### src/rtl/risc_v_mike_fetch_unit.sv
// Instruction fetch stage: owns the PC, drives the word-aligned fetch address
// into a zero-latency instruction memory and fills the IF/ID register.
// Handles stalls, flushing redirects and a sticky misaligned-target trap.
module risc_v_mike_fetch_unit #(
  parameter int unsigned          PC_W      = 32,
  parameter int unsigned          INSTR_W   = 32,
  parameter logic [PC_W-1:0]      RESET_PC  = '0,
  parameter logic [INSTR_W-1:0]   NOP_INSTR = INSTR_W'(32'h0000_0013)
) (
  input  logic               clk,
  input  logic               rst,
  input  logic               stall,
  input  logic               redirect_valid,
  input  logic [PC_W-1:0]    redirect_pc,
  output logic [PC_W-1:0]    imem_addr,
  input  logic [INSTR_W-1:0] imem_rd_data,
  output logic               if_id_valid,
  output logic [INSTR_W-1:0] if_id_instr,
  output logic [PC_W-1:0]    if_id_pc,
  output logic [PC_W-1:0]    if_id_pc_plus4,
  output logic               fetch_halt,
  output logic [31:0]        fetch_cnt
);

  localparam int unsigned     CNT_W   = 32;
  localparam logic [PC_W-1:0] PC_STEP = PC_W'(4);

  typedef enum logic [1:0] {
    ST_BOOT = 2'd0,
    ST_RUN  = 2'd1,
    ST_HALT = 2'd2
  } state_e;

  state_e               state_q, state_d;
  logic [PC_W-1:0]      pc_q, pc_d;
  logic                 valid_q, valid_d;
  logic [INSTR_W-1:0]   instr_q, instr_d;
  logic [PC_W-1:0]      id_pc_q, id_pc_d;
  logic [PC_W-1:0]      id_pc_plus4_q, id_pc_plus4_d;
  logic                 halt_q, halt_d;
  logic [CNT_W-1:0]     cnt_q, cnt_d;

  logic [PC_W-1:0]      pc_plus4;
  logic                 redirect_misaligned;

  assign pc_plus4            = pc_q + PC_STEP;
  assign redirect_misaligned = (redirect_pc[1:0] != 2'b00);

  // Next-state / next-value logic; every field holds unless a rule updates it
  always_comb begin
    state_d       = state_q;
    pc_d          = pc_q;
    valid_d       = valid_q;
    instr_d       = instr_q;
    id_pc_d       = id_pc_q;
    id_pc_plus4_d = id_pc_plus4_q;
    halt_d        = halt_q;
    cnt_d         = cnt_q;

    unique case (state_q)
      ST_BOOT, ST_RUN: begin
        if (redirect_valid && redirect_misaligned) begin
          // Trap: freeze the PC, drop the IF/ID contents to a bubble
          state_d = ST_HALT;
          halt_d  = 1'b1;
          valid_d = 1'b0;
          instr_d = NOP_INSTR;
        end else if (redirect_valid) begin
          // Redirect beats stall; IF/ID becomes a bubble, its PC fields hold
          state_d = ST_RUN;
          pc_d    = redirect_pc;
          valid_d = 1'b0;
          instr_d = NOP_INSTR;
        end else if (state_q == ST_BOOT) begin
          state_d = ST_RUN;
        end else if (!stall) begin
          valid_d       = 1'b1;
          instr_d       = imem_rd_data;
          id_pc_d       = pc_q;
          id_pc_plus4_d = pc_plus4;
          pc_d          = pc_plus4;
          cnt_d         = cnt_q + CNT_W'(1);
        end
      end
      ST_HALT: begin
        state_d = ST_HALT;
      end
      default: begin
        state_d = ST_HALT;
        halt_d  = 1'b1;
        valid_d = 1'b0;
        instr_d = NOP_INSTR;
      end
    endcase
  end

  // State and IF/ID registers with synchronous reset
  always_ff @(posedge clk) begin
    if (rst) begin
      state_q       <= ST_BOOT;
      pc_q          <= RESET_PC;
      valid_q       <= 1'b0;
      instr_q       <= NOP_INSTR;
      id_pc_q       <= '0;
      id_pc_plus4_q <= '0;
      halt_q        <= 1'b0;
      cnt_q         <= '0;
    end else begin
      state_q       <= state_d;
      pc_q          <= pc_d;
      valid_q       <= valid_d;
      instr_q       <= instr_d;
      id_pc_q       <= id_pc_d;
      id_pc_plus4_q <= id_pc_plus4_d;
      halt_q        <= halt_d;
      cnt_q         <= cnt_d;
    end
  end

  assign imem_addr      = pc_q;
  assign if_id_valid    = valid_q;
  assign if_id_instr    = instr_q;
  assign if_id_pc       = id_pc_q;
  assign if_id_pc_plus4 = id_pc_plus4_q;
  assign fetch_halt     = halt_q;
  assign fetch_cnt      = cnt_q;

endmodule

### config.mk
export PLATFORM = sky130hd
export DESIGN_NAME = risc_v_mike_fetch_unit
export DESIGN_NICKNAME = d
export VERILOG_FILES = /design/src/rtl/risc_v_mike_fetch_unit.sv
export SDC_FILE = /design/constraint.sdc
export NUM_CORES = 1
export LEC_CHECK = 0
export BUFFER_PORTS_ARGS = -buffer_cell sky130_fd_sc_hd__buf_2
export CAP_MARGIN = 5
export CORE_MARGIN = 5
export CORE_UTILIZATION = 40
export DETAILED_ROUTE_END_ITERATION = 7
export PLACE_DENSITY = 0.66
export SLEW_MARGIN = 5
export SYNTH_ARGS = -nofsm -noshare
export SYNTH_HDL_FRONTEND = slang
export SYNTH_SLANG_ARGS = --single-unit
export TNS_END_PERCENT = 5
### constraint.sdc
create_clock -name clk -period 3.6 [get_ports clk]
set_input_delay 0.18 -clock clk [delete_from_list [all_inputs] [get_ports clk]]
set_output_delay 0.18 -clock clk [all_outputs]
set_load 0.05 [all_outputs]
## After elaboration in Yosys (flattened, before gate mapping)

Cells that the tools add are included.
Widths: inputs -> output; s select.

| cells by class | value |
|---|---|
| add/sub/neg operators | 2 |
| $mul | 0 |
| divide/modulo/power cells | 0 |
| order comparisons | 0 |
| eq/ne operators | 8 |
| shift-type cells | 0 |
| multiplexer cells | 19 |
| bitwise operators | 6 |
| reductions and logical operators | 10 |

Operators with widths:

| cell | number |
|---|---|
| $mux 32 | 7 |
| $pmux 32 s2 | 1 |
| $add 32x1->32 const B | 1 |
| $add 32x3->32 const B | 1 |
| $ne 4x4->1 const B | 3 |
| $mux 2 | 4 |
| $not 1->1 | 6 |
| $mux 1 | 5 |
| $reduce_and 5->1 | 1 |
| $ne 2x2->1 const B | 2 |
| $pmux 1 s2 | 2 |
| $reduce_and 4->1 | 1 |
| $reduce_bool 2->1 | 2 |
| $reduce_and 3->1 | 1 |
| $reduce_or 3->1 | 1 |
| $eq 2x1->1 const B | 1 |
| $eq 2x2->1 const B | 1 |
| $logic_not 2->1 | 1 |
| $ne 2x1->1 const B | 1 |
| $reduce_and 2->1 | 1 |
| $reduce_or 2->1 | 1 |
| $logic_and 1x1->1 | 1 |

| word-level totals | value |
|---|---|
| register bits | 164 |
| bits in latches | 0 |
| RAM bits | 0 |
| memory bits (read-only) | 0 |
| memories kept | 0 |

## Longest topological paths before layout

Gate-level depths: netlist (run 1).

| logic depth | value |
|---|---|
| depth in word-level cells | 5 |
| depth in mapped cells | 7 |
| gate-level depth less buffers | 6 |

## Worst setup path after synthesis (run 1)

No wires, ideal clock.

| path | value |
|---|---|
| path kind | register -> register |
| from | reg pc_q[2] (netlist: imem_addr[2]) |
| to | reg pc_q[30] (netlist: imem_addr[30]) |
| setup time | 0.074 ns |
| data arrival time | 2.613 ns |
| slack | 0.913 ns |
| stages on the path, launching flop included | 7 |
| buffers on the path | 0 |
| period minus slack after synthesis | 2.687 ns |
| cells stage by stage | dfxtp_1 ha_1 nand4_1 nor4_1 nand4_1 or3_1 a31oi_1 |

| on the way | value |
|---|---|
| word-level cells in the longest chain between the ends | 4 |

Ends and longest elaborated chain:

| element | line | RTL |
|---|---|---|
| from (decl) | 35 | `logic [PC_W-1:0] pc_q, pc_d;` |
| from (signal assigned) | 110 | `pc_q <= pc_d;` |
| $add 32x3->32 | 46 | `assign pc_plus4 = pc_q + PC_STEP;` |
| $mux 32 | 76 | `end else if (!stall) begin` |
| $mux 32 | 74 | `end else if (state_q == ST_BOOT) begin` |
| $mux 32 | 68 | `end else if (redirect_valid) begin` |

Every way passes these cells. The select of a mux whose other input is x is not followed.
A chain may end at the register's enable or synchronous reset.

## Worst setup path in the final report (run 1)

| path | value |
|---|---|
| from | reg state_q[1] |
| to | reg cnt_q[23] (netlist: fetch_cnt[23]) |

| on the way | value |
|---|---|
| word-level cells in the longest chain between the ends | 3 |
| elaborated cells between the ends (all ways) | 5 |

Ends and longest elaborated chain:

| element | line | RTL |
|---|---|---|
| from (decl) | 34 | `state_e state_q, state_d;` |
| from (signal assigned) | 109 | `state_q <= state_d;` |
| $eq 2x1->1 or $logic_not 2->1 (tied branches) | 60, 74 |  |
| $reduce_or 2->1 or $not 1->1 (tied branches) | n/a |  |
| $reduce_and 5->1 (no line) * | n/a |  |
| to (signal assigned) | 116 | `cnt_q <= cnt_d;` |
| to (decl) | 41 | `logic [CNT_W-1:0] cnt_q, cnt_d;` |

Every way passes the cells marked *; elsewhere a longest branch is shown, timed or not.

==> results.ini, run 1 <==
[status]
status=finished clean

[power_and_ir_drop]
clockPowerShare=0.467
power_frac_comb=0.088
seqPwrFrac=0.445
leakage_nw=3.754
switching_share=0.2481
ir_drop_mv=0.3565
internal-power_mw=3.144
power.switching_mw=1.037
power.density_nw_per_um2=457.7

[synth]
synth_edf_count=0
synth_top_area_cell=dfxtp_1
ys_top_cells_by_area=dfxtp_1, a21oi_1, nand2_1
synth_area_per_cell_sq_um=8.144
netlist_instances=855
synth-main-ff-cell=dfxtp_1
synth_fp_nets=925
ys_seq_area_frac=0.4658
synth-seq-cells=162
synth_warnings=0
netlist_area_sq_um=6963
synth.top_cell.area_share=0.4658
async_reset_ff_frac=0
synthDistinctLibCells=47

[detailed_routing]
post_drt_wl_per_cell_um=16.41
drt_pass1_iterations=5
routed_via_density=5.274
drc=0
vias=6877
ant_nets=0
drt_iter0_markers=384
routed_wl_um=21390

[critical_path]
crit_type=reg -> reg
crit_path_cell_trace=or4b_2 > or4_1 > or4b_1 > or3_1 > a21oi_1
crit_path_end_kind=flip-flop
cp_slowest_cell=or4b_2
path_delay_family=simple AND/OR/NAND/NOR gates
critPathMaxStageDelay_ps=770
path_buf_inv=0
worstRegToRegCells=5
cp.required_ps=3950
arrival_ps=3260
start_kind=flip-flop
worstPathMaxFanout=10
path_depth=5

[global_route]
grt_pass1_wl_um=33930
grt_max_degree=91
overflow=0
grt_usage=0.2070
antenna_found_initial=0
grt_pass1_vias=6352

[cts]
cts_setup_buffers=0
cts_resized=0
clock-sinks=162
cts_tree=done
htreeDepth=4
clk_pin_slew_worst_paths_ps=60
clock_path_buffers=2
cts_buffers=17
cts_root_buf=clkbuf_16
hold_buffers=29
clock_latency_ps=430

[die]
die_w_um=141.9
die_y_um=141.9
die-area_sq_um=20150
rows=48
core-area_sq_um=17180
initial_core_util=0.4054
ios=230

[sta]
fin_tns_setup_ps=0
max_freq_mhz=343.2
worstMarginPinSlew_ps=980.7
final.min_clock_period_ps=2914
slew_headroom=0.3455
drv_slew=0
hold_viol_final=0
finClkSkew_ps=14.24
rsz0062_at_grt=no
fin_crit_sh=0.8094
setup_viol=0

[cells_and_area]
drive_gt1_frac=0.2614
final_common_cell=buf_2
nFillCells=1688
fin_util=0.5319
fin_nets=1136
syn_to_final_growth_pct=31.21
diodes=0
layout_common_cells=buf_2, dfxtp_1, nand2_1

[run]
max-cap-violations=0

[worst_hold_path]
hp-class=in -> reg
hold_depth=3

[place]
io_buffers=229
gp_congestion=0.7976
dpl.hpwl_um=14210

## power groups by stage
stage | clock (mW) | combinational [mW] | sequential, mW
after floorplan | 0 | 0.142 | 1.98
after global placement | 0 | 0.339 | 1.90
after detailed placement | 0 | 0.341 | 1.90
after CTS | 1.98 | 0.366 | 1.86
after global routing | 2.07 | 0.396 | 1.87
final | 1.95 | 0.367 | 1.86
## sequential cells by signal, summed over array words and instances, names as in the netlist
name            cells
if_id_instr        32
if_id_pc           32
fetch_cnt          32
imem_addr          32
if_id_valid         1
if_id_pc_plus4     30
fetch_halt          1
state_q             2
## tightest hold or removal path: stages
cell and delay, ps:
buf_2 70, a22oi_1 60, nor2_1 80
## layer usage
| metal | vias to the layer above | wire, um | track usage | part of all wire |
|---|---|---|---|---|
| met5 | - | 0 | 0 | 0 |
| li1 | 3425 | - | - | - |
| met1 | 3203 | 9648 | 0.2791 | 0.45 |
| met4 | 0 | 278 | 0.05404 | 0.013 |
| met2 | 233 | 9937 | 0.3265 | 0.46 |
| met3 | 16 | 1528 | 0.06116 | 0.071 |
## cell families after synthesis
kind of cell	Yosys count	synth area share
adders and majority gates	2	0.003593
DFF	162	0.4658
and+or+nand+nor	326	0.2207
muxes	3	0.004492
AOI/OAI and AO/OA	226	0.1960
xor gates and xnor gates	46	0.05786
buffers and inverters	90	0.05157
## path summary, 6_finish.rpt
path	slack [ps]	start	endpoint
max	690	state_q[1]	fetch_cnt[23]
max reg2reg	690	state_q[1]	fetch_cnt[23]
min reg2reg	450	if_id_pc[11]	if_id_pc[11]
min	5	imem_rd_data[27]	if_id_instr[27]
## layout make-up
class	count	area [sq um]	share of cell area
timing repair buffer	271	1549	0.1695
clock buffer	20	456.7	0.04999
multi-input combinational	603	3385	0.3704
clock inverter	12	180.2	0.01972
inverter	11	41.29	0.004519
tap	225	281.5	0.03081
sequential	162	3243	0.3550
## Yosys cell counts (3+ instances only)
library cell	count
a211oi_1	13
a21oi_1	90
a22o_1	5
a22oi_1	33
a31oi_1	12
a32o_1	6
and2_1	3
and3_1	16
and4_1	3
buf_1	10
buf_4	5
clkbuf_1	62
dfxtp_1	162
inv_1	11
nand2_1	112
nand3_1	19
nand3b_1	7
nand4_1	19
nor2_1	89
nor2b_1	4
nor3_1	9
nor3b_1	3
nor4_1	9
o21ai_0	48
o22ai_1	3
o31ai_1	7
or3_1	22
xnor2_1	24
xor2_1	22
## stage by stage
step / instance area [sq um] / instances / setup WS, ps / hold slack [ps] / total power, mW
5_1_grt: 9136 / 1304 / 582.9 / 12.67 / 4.327
3_5_place_dp: 8209 / 1243 / 712.4 / 421.3 / 2.241
2_1_floorplan: 6963 / 855 / 912.9 / 316.0 / 2.125
4_1_cts: 9136 / 1304 / 701.2 / 0.6212 / 4.211
3_3_place_gp: 8209 / 1243 / 723.4 / 412.4 / 2.239
6_report: 9136 / 1304 / 686.1 / 4.708 / 4.181
No activity file was read; power rests on OpenSTA's default activity.
==> run 2, diff against run 1 <==
Settings changed: PLACE_DENSITY 0.66 to 0.68.
Clock period 3.6 ns to 2.65 ns, I/O delays scaled along.
==> results.ini, run 2 (synthesis gave the netlist of run 1 again) <==
[status]
status=finished clean

[critical_path]
r2r_end=fetch_cnt[23]
cp.required_ps=3000
cp_slowest_cell=or4b_4
crit_path_cell_trace=or4b_4 > or4_4 > or4b_4 > or3_1 > a21oi_1
crit_path_end_kind=flip-flop
crit_type=reg -> reg
worstRegToRegCells=5
crit_end=fetch_cnt[23]
worstPathMaxFanout=10
start_kind=flip-flop
arrival_ps=2860
rrSetupSlack_ps=140
timing.rr.start=state_q[1]
startpoint=state_q[1]
critPathMaxStageDelay_ps=570
cpMostUsedCell=or4b_4

[sta]
fin_tns_setup_ps=0
rsz0062_at_grt=no
worstMarginPinSlew_ps=963.9
fin_crit_sh=0.9486
finClkSkew_ps=8.084
final.min_clock_period_ps=2514
drv_slew=0
max_freq_mhz=397.8
slew_headroom=0.3567
setup_viol=0
hold_viol_final=0

[power_and_ir_drop]
leakage_nw=3.836
power.density_nw_per_um2=606.3
ir_drop_mv=0.4367

[cells_and_area]
nFillCells=1630
syn_to_final_growth_pct=33.30
final_cell_area_sq_um=9281
layout_common_cells=buf_2, dfxtp_1, nand2_1
drive_gt1_frac=0.2707
diodes=0
final_common_cell=buf_2
fin_nets=1154
register_area_sq_um=3243
multi_input_area_sq_um=3406

[global_route]
antenna_found_initial=1
overflow=0
grt_usage=0.2143
grt_pass1_wl_um=34910
grt_pass1_vias=6478
grt_max_degree=68

[die]
ios=230
die-area_sq_um=20150
die_w_um=141.9
die_y_um=141.9
rows=48
initial_core_util=0.4054
core-area_sq_um=17180

[cts]
clock_latency_ps=420
cts_buffers=17
clock-sinks=162
cts_tree=done
htreeDepth=4
cts_root_buf=clkbuf_16
clock_path_buffers=2
clk_pin_slew_worst_paths_ps=60

[place]
io_buffers=229
gp_congestion=0.8118
placed_area_sq_um=8278
dpl.hpwl_um=14610

[detailed_routing]
drc=0
routed_wl_um=21950
vias=7073
routed_via_density=5.350
post_drt_wl_per_cell_um=16.60
drt_pass1_iterations=5
ant_nets=0
drt_iter0_markers=466

[run]
max-cap-violations=0

[worst_hold_path]
hp-class=in -> reg

run 2: cell types whose count changed in the layout (fill, tap and decap cells not counted), sizes merged:
cell / delta
clkbuf: -2
inv: +3
bufinv: -1
buf: +10
dlygate4sd3: +8
run 2: layer usage:
layer  global-route usage  vias to the layer above  part of all wire
li1                     -                     3466                 -
met1               0.2748                     3303              0.43
met2               0.3422                      258              0.47
met3              0.05511                       44             0.069
met4              0.09394                        2             0.029
met5                    0                        -           0.00059
run 2: worst min path at each step:
stage / startpoint / end / slack [ps] / cells past startpoint
after floorplan: redirect_pc[22] / imem_addr[22] / 270 / 2
after global placement: imem_rd_data[4] / if_id_instr[4] / 370 / 3
after detailed placement: imem_rd_data[4] / if_id_instr[4] / 370 / 3
after CTS: redirect_pc[11] / imem_addr[11] / 20 / 4
after global routing: redirect_pc[13] / imem_addr[13] / 50 / 3
final: redirect_pc[11] / imem_addr[11] / 40 / 4
run 2: timing repair:
item / 4_1_cts / 5_1_grt
endpoints found under the hold margin: 37 / 0
setup endpoints to repair: 11 / 0
resized for setup: 4 / 0
hold buffers: 37 / 0
setup buffers: 0 / 0
run 2: worst max-delay path: cells and delay by family, from the launching register on:
family	cells	cell delay, ps
flip-flops	1	310
AO/OA/AOI/OAI	1	140
AND/OR/NAND/NOR	4	1980
run 2: power breakdown:
group	internal, mW	leakage (nW)	switching (mW)
clock network	1.52	0.299	1.06
registers	2.48	1.31	0.0456
logic	0.176	2.23	0.343
total	4.18	3.84	1.45
run 2: area by class of cell:
class,count,share of cell area
multi-input cells,603,0.3669
flip-flops and latches,162,0.3494
repair buffers,289,0.1823
clock buffers,18,0.04732
well taps,225,0.03033
clock inverters,14,0.01928
inverters,11,0.004449
run 2: metrics by stage:
stage | utilization | hold WS, ps | std cells | worst slack (ps) | total power, mW
finish | 0.5404 | 38.70 | 1322 | 136.2 | 5.627
global route | 0.5404 | 47.08 | 1322 | 28.11 | 5.834
CTS | 0.5404 | 15.92 | 1322 | 129.8 | 5.685
detailed placement | 0.4819 | 371.1 | 1253 | -158.6 | 3.051
global placement | 0.4819 | 365.6 | 1253 | -132.9 | 3.047
floorplan | - | 268.5 | 855 | 44.98 | 2.886
==> run 3, diff against run 2 <==
Settings changed: MAX_ROUTING_LAYER set to met4.
==> results.ini, run 3 (synthesis gave the netlist of run 1 again) <==
[place]
dpl.hpwl_um=14610
pre_cts_ws_ps=-158.6
io_buffers=229
gp_congestion=0.8277
placed_area_sq_um=8278

[die]
die-area_sq_um=20150
core-area_sq_um=17180
die_y_um=141.9
initial_core_util=0.4054
die_w_um=141.9
rows=48
ios=230

[sta]
fin_ws_ps=124.0
worstMarginPinSlew_ps=956.7
fin_crit_sh=0.9532
slew_headroom=0.3615
hold_viol_final=0
rsz0062_at_grt=no
max_freq_mhz=395.9
drv_slew=0
finClkSkew_ps=9.418
final.min_clock_period_ps=2526
fin_tns_setup_ps=0
setup_viol=0

[global_route]
grt_usage=0.2205
grt-busiest-layer=met2
met2_usage=0.3410
overflow=0
grt_max_degree=68
met3_usage=0.04805
antenna_found_initial=1
grt_pass1_vias=6488
use_met1=0.2788
grt_pass1_wl_um=34840

[cts]
cts_setup_buffers=0
clock_path_buffers=2
htreeDepth=4
clk_pin_slew_worst_paths_ps=70
cts_buffers=17
cts_tree=done
cts_root_buf=clkbuf_16
clock-sinks=162
clock_latency_ps=430

[critical_path]
crit_type=reg -> reg
crit_path_end_kind=flip-flop
start_kind=flip-flop
arrival_ps=2820
cp.required_ps=2950
worstPathMaxFanout=54

[status]
status=finished clean

[detailed_routing]
drt_pass1_iterations=4
ant_nets=0
routed_via_density=5.336
drc=0
post_drt_wl_per_cell_um=16.61
vias=7059
drt_iter0_markers=472
routed_wl_um=21980

[power_and_ir_drop]
power.density_nw_per_um2=606.2
ir_drop_mv=0.4374
leakage_nw=3.836

[worst_hold_path]
hp-class=in -> reg

[cells_and_area]
drive_gt1_frac=0.2707
syn_to_final_growth_pct=33.33
layout_common_cells=buf_2, dfxtp_1, nand2_1
final_common_cell=buf_2
fin_nets=1154
final_cell_area_sq_um=9284

[run]
max-cap-violations=0

## run 3: cell types whose count changed in the layout (fill, tap and decap cells not counted)
cell,before,now
diode_2,0,1
## run 3: cell type report
class                   instances  area (sq um)
diodes                          1         2.502
clock buffers                  18         439.2
clock inverters                14         178.9
fillers                      1631          7893
inverters                      11         41.29
multi-input cells             603          3406
flip-flops and latches        162          3243
well taps                     225         281.5
repair buffers                289          1692
## run 3: worst paths after layout
kind                                 startpoint             to  slack, ps  cells after the start
worst min-delay path            redirect_pc[11]  imem_addr[11]         30                      4
worst max-delay path                 state_q[1]  fetch_cnt[20]        120                      6
worst min register to register      if_id_pc[6]    if_id_pc[6]        450                      2
worst max register to register       state_q[1]  fetch_cnt[20]        120                      6
## run 3: metal layers
| metal | vias up | share of wire |
|---|---|---|
| met5 | - | 0 |
| met4 | 0 | 0.031 |
| met3 | 44 | 0.062 |
| met2 | 253 | 0.47 |
| met1 | 3298 | 0.43 |
| li1 | 3464 | - |
## run 3: per-stage QoR
stage / hold slack [ps] / util / power [mW] / instances
3_3_place_gp: 365.6 / 0.4819 / 3.047 / 1253
2_1_floorplan: 268.5 / - / 2.886 / 855
5_1_grt: 47.09 / 0.5405 / 5.829 / 1323
6_report: 34.56 / 0.5405 / 5.628 / 1323
3_5_place_dp: 371.1 / 0.4819 / 3.051 / 1253
4_1_cts: 15.92 / 0.5404 / 5.685 / 1322
## run 3: power breakdown
group	total, mW	switching, mW	internal (mW)
sequential	2.52	0.0457	2.48
combinational	0.519	0.343	0.176
clock	2.59	1.06	1.52
## run 3: worst max-delay path, cell delays in order (launching register included)
cell     delay (ps)
dfxtp_1         310
or4b_4          570
buf_4           340
or3_1           590
nor4_1          350
xnor2_1         180
nor2_1           50
## run 3: timing repair
item	4_1_cts	5_1_grt
hold endpoints to repair	37	0
hold buffers	37	0
resized for setup	4	0
setup endpoints to repair	11	0
